## config.mk

```make
export PLATFORM = sky130hd
export DESIGN_NAME = cv32e40n_apu_initiator
export DESIGN_NICKNAME = d
export VERILOG_FILES = /design/src/rtl/cv32e40p_apu_core_pkg.sv /design/src/rtl/cv32e40n_apu_watchdog.sv /design/src/rtl/cv32e40n_apu_initiator.sv
export SDC_FILE = /design/constraint.sdc
export NUM_CORES = 1
export LEC_CHECK = 0
export CAP_MARGIN = 25
export CORE_UTILIZATION = 37
export DETAILED_ROUTE_END_ITERATION = 8
export PLACE_DENSITY = 0.8
export SETUP_SLACK_MARGIN = 0.15
export SLEW_MARGIN = 40
export SYNTH_ARGS = -nofsm -noshare
export SYNTH_HDL_FRONTEND = slang
export SYNTH_SLANG_ARGS = --single-unit
export TNS_END_PERCENT = 5
```

## constraint.sdc

```tcl
create_clock -name clk_i -period 2.4 [get_ports clk_i]
set_input_delay 0.72 -clock clk_i [delete_from_list [all_inputs] [get_ports clk_i]]
set_output_delay 0.72 -clock clk_i [all_outputs]
set_load 0.02 [all_outputs]
```

## src/rtl/cv32e40p_apu_core_pkg.sv

```systemverilog
`default_nettype none
// +--------------------------------------------------------------------------+
// | Module   : cv32e40p_apu_core_pkg                                          |
// | Purpose  : APU interface widths, initiator state encoding, request record |
// | Revision : 1.0                                                           |
// +--------------------------------------------------------------------------+
package cv32e40p_apu_core_pkg;

  localparam int APU_NARGS_CPU    = 3;
  localparam int APU_WOP_CPU      = 6;
  localparam int APU_NDSFLAGS_CPU = 15;
  localparam int APU_NUSFLAGS_CPU = 5;

  typedef enum logic [1:0] {
    IDLE = 2'd0,
    REQ  = 2'd1,
    WAIT = 2'd2,
    RESP = 2'd3
  } apu_init_state_e;

  // One offloaded instruction as latched at issue and driven toward the APU.
  typedef struct packed {
    logic [APU_NARGS_CPU-1:0][31:0] operands;
    logic [APU_WOP_CPU-1:0]         op;
    logic [APU_NDSFLAGS_CPU-1:0]    flags;
  } apu_req_t;

endpackage
`default_nettype wire

```

## src/rtl/cv32e40n_apu_watchdog.sv

```systemverilog
`default_nettype none
// +--------------------------------------------------------------------------+
// | Module   : cv32e40n_apu_watchdog                                          |
// | Purpose  : Cycle budget counter for the REQ+WAIT phases of one request   |
// | Revision : 1.0                                                           |
// +--------------------------------------------------------------------------+
module cv32e40n_apu_watchdog #(
  parameter int unsigned TIMEOUT_CYCLES = 255
) (
  input  logic clk_i,
  input  logic rst_i,
  input  logic clear_i,
  input  logic enable_i,
  output logic expire_o
);

  localparam int unsigned c_CNT_W = (TIMEOUT_CYCLES < 2) ? 1 : $clog2(TIMEOUT_CYCLES + 2);
  localparam logic [c_CNT_W-1:0] c_LAST = c_CNT_W'(TIMEOUT_CYCLES - 1);
  localparam bit c_ENABLED = (TIMEOUT_CYCLES != 0);

  logic [c_CNT_W-1:0] r_count;

  always_ff @(posedge clk_i) begin
    if (rst_i) begin
      r_count <= '0;
    end else if (clear_i) begin
      r_count <= '0;
    end else if (enable_i) begin
      r_count <= r_count + c_CNT_W'(1);
    end
  end

  // A grant won at the expiry cycle carries the count past the limit; the
  // budget is then spent, so any later WAIT cycle without rvalid expires.
  assign expire_o = c_ENABLED && enable_i && (r_count >= c_LAST);

endmodule
`default_nettype wire

```

## src/rtl/cv32e40n_apu_initiator.sv

```systemverilog
`default_nettype none
// +--------------------------------------------------------------------------+
// | Module   : cv32e40n_apu_initiator                                         |
// | Purpose  : Core-side APU request/response initiator with watchdog abort  |
// | Revision : 1.0                                                           |
// +--------------------------------------------------------------------------+
module cv32e40n_apu_initiator
  import cv32e40p_apu_core_pkg::*;
#(
  parameter int unsigned TIMEOUT_CYCLES = 255
) (
  input  logic                                clk_i,
  input  logic                                rst_i,
  input  logic                                issue_valid_i,
  output logic                                issue_ready_o,
  input  logic [APU_NARGS_CPU-1:0][31:0]      issue_operands_i,
  input  logic [APU_WOP_CPU-1:0]              issue_op_i,
  input  logic [APU_NDSFLAGS_CPU-1:0]         issue_flags_i,
  output logic                                apu_req_o,
  input  logic                                apu_gnt_i,
  output logic [APU_NARGS_CPU-1:0][31:0]      apu_operands_o,
  output logic [APU_WOP_CPU-1:0]              apu_op_o,
  output logic [APU_NDSFLAGS_CPU-1:0]         apu_flags_o,
  input  logic                                apu_rvalid_i,
  input  logic [31:0]                         apu_result_i,
  input  logic [APU_NUSFLAGS_CPU-1:0]         apu_flags_i,
  output logic                                wb_valid_o,
  input  logic                                wb_ready_i,
  output logic [31:0]                         wb_result_o,
  output logic [APU_NUSFLAGS_CPU-1:0]         wb_flags_o,
  output logic                                wb_error_o,
  output logic                                busy_o,
  output logic                                protocol_err_o
);

  apu_init_state_e               r_state;
  apu_init_state_e               w_state_next;
  apu_req_t                      r_req;
  logic [31:0]                   r_wb_result;
  logic [APU_NUSFLAGS_CPU-1:0]   r_wb_flags;
  logic                          r_wb_error;
  logic                          r_protocol_err;

  logic w_issue_ready;
  logic w_accept;
  logic w_wdt_en;
  logic w_expire;
  logic w_capture;
  logic w_abort;

  // RESP hands over to a new instruction in the same cycle the result leaves.
  assign w_issue_ready = !rst_i &&
                         ((r_state == IDLE) || ((r_state == RESP) && wb_ready_i));
  assign w_accept      = issue_valid_i && w_issue_ready;
  assign w_wdt_en      = (r_state == REQ) || (r_state == WAIT);

  cv32e40n_apu_watchdog #(
    .TIMEOUT_CYCLES (TIMEOUT_CYCLES)
  ) u_watchdog (
    .clk_i    (clk_i),
    .rst_i    (rst_i),
    .clear_i  (w_accept),
    .enable_i (w_wdt_en),
    .expire_o (w_expire)
  );

  always_comb begin
    w_state_next = r_state;
    w_capture    = 1'b0;
    w_abort      = 1'b0;
    case (r_state)
      IDLE: begin
        if (w_accept) w_state_next = REQ;
      end
      REQ: begin
        if (apu_gnt_i) begin
          w_state_next = WAIT;
        end else if (w_expire) begin
          w_state_next = RESP;
          w_abort      = 1'b1;
        end
      end
      WAIT: begin
        if (apu_rvalid_i) begin
          w_state_next = RESP;
          w_capture    = 1'b1;
        end else if (w_expire) begin
          w_state_next = RESP;
          w_abort      = 1'b1;
        end
      end
      RESP: begin
        if (wb_ready_i) w_state_next = w_accept ? REQ : IDLE;
      end
      default: w_state_next = IDLE;
    endcase
  end

  always_ff @(posedge clk_i) begin
    if (rst_i) begin
      r_state        <= IDLE;
      r_req          <= '0;
      r_wb_result    <= '0;
      r_wb_flags     <= '0;
      r_wb_error     <= 1'b0;
      r_protocol_err <= 1'b0;
    end else begin
      r_state <= w_state_next;
      if (w_accept) begin
        r_req.operands <= issue_operands_i;
        r_req.op       <= issue_op_i;
        r_req.flags    <= issue_flags_i;
      end
      if (w_capture) begin
        r_wb_result <= apu_result_i;
        r_wb_flags  <= apu_flags_i;
        r_wb_error  <= 1'b0;
      end else if (w_abort) begin
        r_wb_result <= '0;
        r_wb_flags  <= '0;
        r_wb_error  <= 1'b1;
      end
      // Any response not awaited, including one arriving after an abort.
      if (apu_rvalid_i && (r_state != WAIT)) r_protocol_err <= 1'b1;
    end
  end

  assign issue_ready_o  = w_issue_ready;
  assign apu_req_o      = (r_state == REQ);
  assign apu_operands_o = r_req.operands;
  assign apu_op_o       = r_req.op;
  assign apu_flags_o    = r_req.flags;
  assign wb_valid_o     = (r_state == RESP);
  assign wb_result_o    = r_wb_result;
  assign wb_flags_o     = r_wb_flags;
  assign wb_error_o     = r_wb_error;
  assign busy_o         = (r_state != IDLE);
  assign protocol_err_o = r_protocol_err;

endmodule
`default_nettype wire

```

**After elaboration in Yosys (flattened, before gate mapping)**

Cells that the tools add are included.

- Multiplexer cells: 17
- Order comparisons: 1
- $add $sub $neg: 1
- Eq/ne operators: 6
- Reduce and logical (&&, ||, !) cells: 14

Operator list:

| cell | count |
|---|---|
| 32-bit 2-to-1 mux | 2 |
| 2-bit 2-to-1 mux | 5 |
| 5-bit 2-to-1 mux | 2 |
| 9-bit by 1-bit adder with 9-bit output, second input constant | 1 |
| 9-bit by 8-bit >= comparator with 1-bit output, second input constant | 1 |
| 2-bit case mux with 4 select lines | 1 |
| 1-bit 2-to-1 mux | 6 |
| 1-bit logical AND | 5 |
| 2-bit == test, second input constant | 2 |
| 2-bit inequality test, second input constant | 2 |
| 2-bit nonzero test | 2 |
| 2-bit OR reduction | 2 |
| 2-bit by 1-bit == test with 1-bit output, second input constant | 1 |
| 2-bit logical NOT | 1 |
| 1-bit logical OR | 2 |
| 2-bit by 1-bit inequality test with 1-bit output, second input constant | 1 |
| 1-bit case mux with 2 select lines | 1 |
| 2-bit AND reduction | 1 |
| 1-bit logical NOT | 1 |

- Output and inout port bits: 160
- Logic and storage cells: 50
- Register bits: 167
- Bits of input ports: 160

**Depth between registers and ports, before layout**

Gate-level depths: netlist of run 1.

- Depth after elaboration: 8
- Depth in mapped cells: 9
- Gate-level depth less buffers: 6

**Cells and area by module**

A second synthesis of run 1 with hierarchy kept.

- Cell total of the unflattened synthesis: 716
- Area total of the unflattened synthesis: 6558.8 µm²

Modules (own cells, without submodules):

| module | seq. area each (µm²) | cells an instance | area an instance (µm²) | times used |
|---|---|---|---|---|
| cv32e40n_apu_initiator | 3163.0 | 667 | 6138.4 | 1 |
| cv32e40n_apu_watchdog | 180.2 | 49 | 420.4 | 1 |

**Least setup slack after synthesis of run 1**

No wires, ideal clock.

- Path type: input port to output port
- From: input port rst_i
- To: output port issue_ready_o
- Path slack: -0.054 ns
- Cell stages on the path: 5
- Buffers on the path: 4
- Data required time: 1.680 ns
- Arrival time: 1.734 ns
- Cells stage by stage: buf_2 clkbuf_1 clkbuf_1 buf_2 nor2_1

- Cells in the longest elaborated chain, start to end: 2

Ends and longest elaborated chain:

| item | RTL line | source |
|---|---|---|
| start, declared | cv32e40n_apu_initiator.sv:13 | `input logic rst_i,` |
| 1-bit logical NOT | cv32e40n_apu_initiator.sv:52 | `assign w_issue_ready = !rst_i &&` |
| 1-bit logical AND | cv32e40n_apu_initiator.sv:52 |  |
| end, declared | cv32e40n_apu_initiator.sv:15 | `output logic issue_ready_o,` |

Every way passes these cells.

**Worst setup path after layout of run 1**

- From: register r_state[1]
- To: output port apu_req_o

- Cells in the longest elaborated chain, start to end: 1

Ends and longest elaborated chain:

| item | RTL line | source |
|---|---|---|
| start, declared | cv32e40n_apu_initiator.sv:36 | `apu_init_state_e r_state;` |
| start signal, assigned | cv32e40n_apu_initiator.sv:108 | `r_state <= w_state_next;` |
| 2-bit by 1-bit == test with 1-bit output | cv32e40n_apu_initiator.sv:129 | `assign apu_req_o = (r_state == REQ);` |
| end, declared | cv32e40n_apu_initiator.sv:19 | `output logic apu_req_o,` |

Every way passes these cells.

==> results of run 1 <==
[how the worst max path moves through the flow]
stage / from / endpoint / slack [ns] / depth (start not counted)
CTS: r_state[1] / apu_req_o / 0.11 / 3
detailed placement: wb_ready_i / issue_ready_o / -0.33 / 4
global route: r_state[1] / apu_req_o / 0.1 / 3
global placement: wb_ready_i / issue_ready_o / -0.30 / 4
floorplan: rst_i / issue_ready_o / 0.16 / 5
finish: r_state[1] / apu_req_o / 0.16 / 3
[metrics by stage]
| step | util, % | hold WS (ns) | instance area (um2) | setup slack [ns] |
|---|---|---|---|---|
| after CTS | 62.2 | 0.473 | 10800 | 0.114 |
| after global placement | 58.6 | 0.457 | 10100 | -0.300 |
| after floorplan | - | 0.496 | 6590 | 0.161 |
| final | 62.2 | 0.469 | 10800 | 0.162 |
| after global routing | 62.2 | 0.493 | 10800 | 0.0965 |
| after detailed placement | 58.6 | 0.463 | 10100 | -0.334 |
[kinds of logic (layout without fill, tap and decap cells)]
group / Yosys count / count (layout) / share of synthesized area (%)
mux: 1 / 1 / 0.152
flops: 167 / 167 / 50.9
compound gates: 207 / 207 / 19.2
fa+ha+maj: 7 / 7 / 1.33
xor+xnor: 8 / 8 / 1.07
buf+inv: 65 / 384 / 4.80
simple gates: 305 / 305 / 22.6
[power by group through the flow]
stage / Clock, uW / Combinational, uW / Sequential (uW)
after floorplan: 0 / 486 / 3570
after global placement: 0 / 1810 / 3250
after detailed placement: 0 / 1820 / 3260
after CTS: 2920 / 1840 / 3210
after global routing: 3040 / 1950 / 3240
final: 2860 / 1820 / 3210
[cell type report]
type | count | share of cell area, %
clock buffer | 19 | 4.12
timing repair buffer | 344 | 32.9
tap | 225 | 2.62
sequential | 167 | 31.1
inverter | 8 | 0.279
multi-input combinational | 528 | 27.4
clock inverter | 13 | 1.57
[what timing repair did]
item / in CTS / in global routing
pin swaps: 1 / 0
setup endpoints to repair: 4 / 4
resized for setup: 11 / 2
buffers inserted: 1 / 0
hold endpoints to repair: 0 / 0
hold buffers: 0 / 0
gates cloned: 0 / 0
[critical path, delay by kind of cell (launching register included)]
family	cells	cell delay [ns]
adder cells (fa/ha/maj)	1	0.27
buffers and inverters	2	0.48
flip-flops	1	0.34
[registers in the layout (all words and copies together), names as in the netlist]
register and flops:
apu_operands_o 96, wb_result_o 32, apu_flags_o 15, u_watchdog.r_count 9, apu_op_o 6, wb_flags_o 5, r_state 2, protocol_err_o 1
wb_error_o 1
[metal layers]
layer / track usage (%) / vias up
li1: - / 3139
met1: 23.0 / 2767
met2: 34.4 / 233
met3: 10.5 / 15
met4: 6.05 / 0
met5: 0 / -
[placed cells by master (no fill, tap or decap), drive strengths merged]
| cell | synthesis | final |
|---|---|---|
| clkdlybuf4s50 | 0 | 313 |
| dfxtp | 167 | 167 |
| nand2 | 159 | 159 |
| o21ai | 154 | 154 |
| nand2b | 119 | 119 |
| a22oi | 37 | 37 |
| buf | 30 | 27 |
| clkbuf | 27 | 20 |
| inv | 8 | 12 |
| nor3 | 9 | 9 |
| nor2 | 9 | 9 |
| ha | 7 | 7 |
| xor2 | 5 | 5 |
| clkinvlp | 0 | 4 |
| a21oi | 4 | 4 |
| xnor2 | 3 | 3 |
| bufinv | 0 | 3 |
| dlygate4sd2 | 0 | 3 |
| a211oi | 3 | 3 |
| nand4 | 3 | 3 |
| nor2b | 2 | 2 |
| a2111oi | 2 | 2 |
| clkinv | 0 | 2 |
| o31ai | 1 | 1 |
| and2 | 1 | 1 |
| and3 | 1 | 1 |
| o211ai | 1 | 1 |
| a221oi | 1 | 1 |
| a21o | 1 | 1 |
| a21boi | 1 | 1 |
| or3b | 1 | 1 |
| mux2i | 1 | 1 |
| nor3b | 1 | 1 |
| o22ai | 1 | 1 |
| a31oi | 1 | 1 |
==> flow_metrics.env, run 1 <==
export IMPL_synth_top_cells_by_count="167 x sky130_fd_sc_hd__dfxtp_1, 159 x sky130_fd_sc_hd__nand2_1, 134 x sky130_fd_sc_hd__o21ai_0"
export IMPL_holdCritPathClass="flop to flop"
export IMPL_coreArea_um2=17300
export IMPL_clock_tree_from_tritoncts="done"
export IMPL_power_ir_vdd_worst_mv=0.483
export IMPL_clock_power_share_pct=36.2
export IMPL_synth_ff_latch_count=167
export IMPL_synth_largest_area_cell="sky130_fd_sc_hd__dfxtp_1"
export IMPL_asyncSetResetFlopFracSynth_pct=0
export IMPL_synth_cell_types=38
export IMPL_status="finished, final reports clean"
export IMPL_initial_core_util_pct=38.0
export IMPL_placement_rows=48
export IMPL_cts_root_buffer_cell="sky130_fd_sc_hd__clkbuf_16"
export IMPL_cts_buffer_depth=2
export IMPL_maxCapViolations=0
export IMPL_timing_reg2reg_setup_slack_ns=0.48
export IMPL_fp_dieArea_um2=18300
export IMPL_fin_skew_ns=0.0149
export IMPL_yosys_synthesis_warning_count=0
export IMPL_critical_path_arrival_ns=1.52
export IMPL_sw_frac_of_total_pct=28.1
export IMPL_hold_viol_final=0
export IMPL_share_comb_of_total_power_pct=23.1
export IMPL_vias_per_cell=4.72
export IMPL_timing_setup_critical_path_class="flop to output pin"
export IMPL_worst_path_largest_cell_delay_ns=0.38
export IMPL_fillerInstances=1456
export IMPL_cp_cell_sequence="inv_1 > ha_1 > dlygate4sd2_1"
export IMPL_drt_total_wl_um=19000
export IMPL_crit_path_slowest_cell="sky130_fd_sc_hd__dlygate4sd2_1"
export IMPL_synth_top_area_share_pct=50.9
export IMPL_timing_critical_path_to_type="output pin"
export IMPL_cts_buf_count=17
export IMPL_achievable_frequency_ghz=0.447
export IMPL_place_hpwl_um=13600
export IMPL_synth_edf_count=0
export IMPL_postRouteAntennaNets=0
export IMPL_cts_clk_slew_worst_paths_ns=0.06
export IMPL_r2r_worst_path_cells=10
export IMPL_startpoint_of_the_lowest_slack_register_to_register_path="r_state[0]"
export IMPL_report_final_setup_viol=0
export IMPL_final_max_slew_viol_count=0
export IMPL_route_detailed_wl_per_inst_um=14.6
export IMPL_grt_max_degree=75
export IMPL_crit_fanout=5
export IMPL_timing_critical_path_from_type="flop"
export IMPL_design_power_total_uw=7880
export IMPL_period_minus_slack_ns=2.24
export IMPL_die_y_um=135
export IMPL_post_synth_inst_count=760
export IMPL_seq_area_um2=3340
export IMPL_synthMostInstantiatedCell="sky130_fd_sc_hd__dfxtp_1"
export IMPL_first_global_vias=6015
export IMPL_worst_hold_startpoint="apu_operands_o[44]"
export IMPL_met2WireLength_um=8830
export IMPL_drive_gt1_share_pct=8.43
export IMPL_dp_cells=1271
export IMPL_setup_tns_final_ns=0
export IMPL_ys_flop_type="sky130_fd_sc_hd__dfxtp_1"
export IMPL_cts_sinks=167
export IMPL_grt_pass1_wl_um=29700
export IMPL_final_period_utilization_pct=93.3
export IMPL_route_vias_total=6154
export IMPL_internal_power_uw=5670
export IMPL_clk_insertion_delay_late_ns=0.43
export IMPL_area_contributors_post_synth="sky130_fd_sc_hd__dfxtp_1 51%, sky130_fd_sc_hd__nand2b_1 11%, sky130_fd_sc_hd__o21ai_0 10%, sky130_fd_sc_hd__nand2_1 9.1%, sky130_fd_sc_hd__a22oi_1 4.2%"
export IMPL_worstReg2RegEnd="apu_flags_o[8]"
export IMPL_final_cell_count_no_fill=1304
export IMPL_drt_initial_drc_count=181
export IMPL_top_signal_layer_used="met4"
export IMPL_met3_length_um=2120
export IMPL_grt_antenna_before_repair=0
export IMPL_antenna_cells=0
export IMPL_design_portCount=320
export IMPL_met1Wirelength_um=7830
export IMPL_timing_hold_worst_endpoint="apu_operands_o[44]"
export IMPL_timing_hold_worst_path_depth=2
export IMPL_slew_headroom_pct=60.9
export IMPL_drc=0
export IMPL_multi_input_comb_area_um2=2950
export IMPL_global_route_usage_total_pct=20.7
export IMPL_seq_power_share_pct=40.7
export IMPL_synth_seq_area_share_pct=50.9
export IMPL_nNetsFinal=1233
export IMPL_power_density_over_cell_area_nw_per_um2=733
export IMPL_required_worst_endpoint_ns=1.68
export IMPL_static_leakage_power_uw=0.00384
export IMPL_area_growth_synth_to_final_pct=63.7
export IMPL_total_congestion_overflow=0
export IMPL_ctsHtreeMaxLevel=4
export IMPL_die_w_um=135
export IMPL_syn_avg_cell_area_um2=8.65
export IMPL_setup_repair_after_global_routing_missed_its_margin="yes"
export IMPL_port_buffers=319
export IMPL_synthesis_nets=927
export IMPL_worstMarginPinSlew_ns=0.587
export IMPL_weighted_congestion_reported_at_the_end_of_routability_driven_placement=0.778
export IMPL_first_pass_iters=4
export IMPL_switching_power_uw=2210
export IMPL_synth_area_um2=6570
Power figures use the tool's default switching activity.
==> run 2, diff against run 1 <==
--- a/config.mk
+++ b/config.mk
@@ -10,7 +10,6 @@
 export DETAILED_ROUTE_END_ITERATION = 8
 export PLACE_DENSITY = 0.8
 export SETUP_SLACK_MARGIN = 0.15
-export SLEW_MARGIN = 40
 export SYNTH_ARGS = -nofsm -noshare
 export SYNTH_HDL_FRONTEND = slang
 export SYNTH_SLANG_ARGS = --single-unit
==> results of run 2 <==
No change in the layout: final DEF, timing and power equal those of run 1.
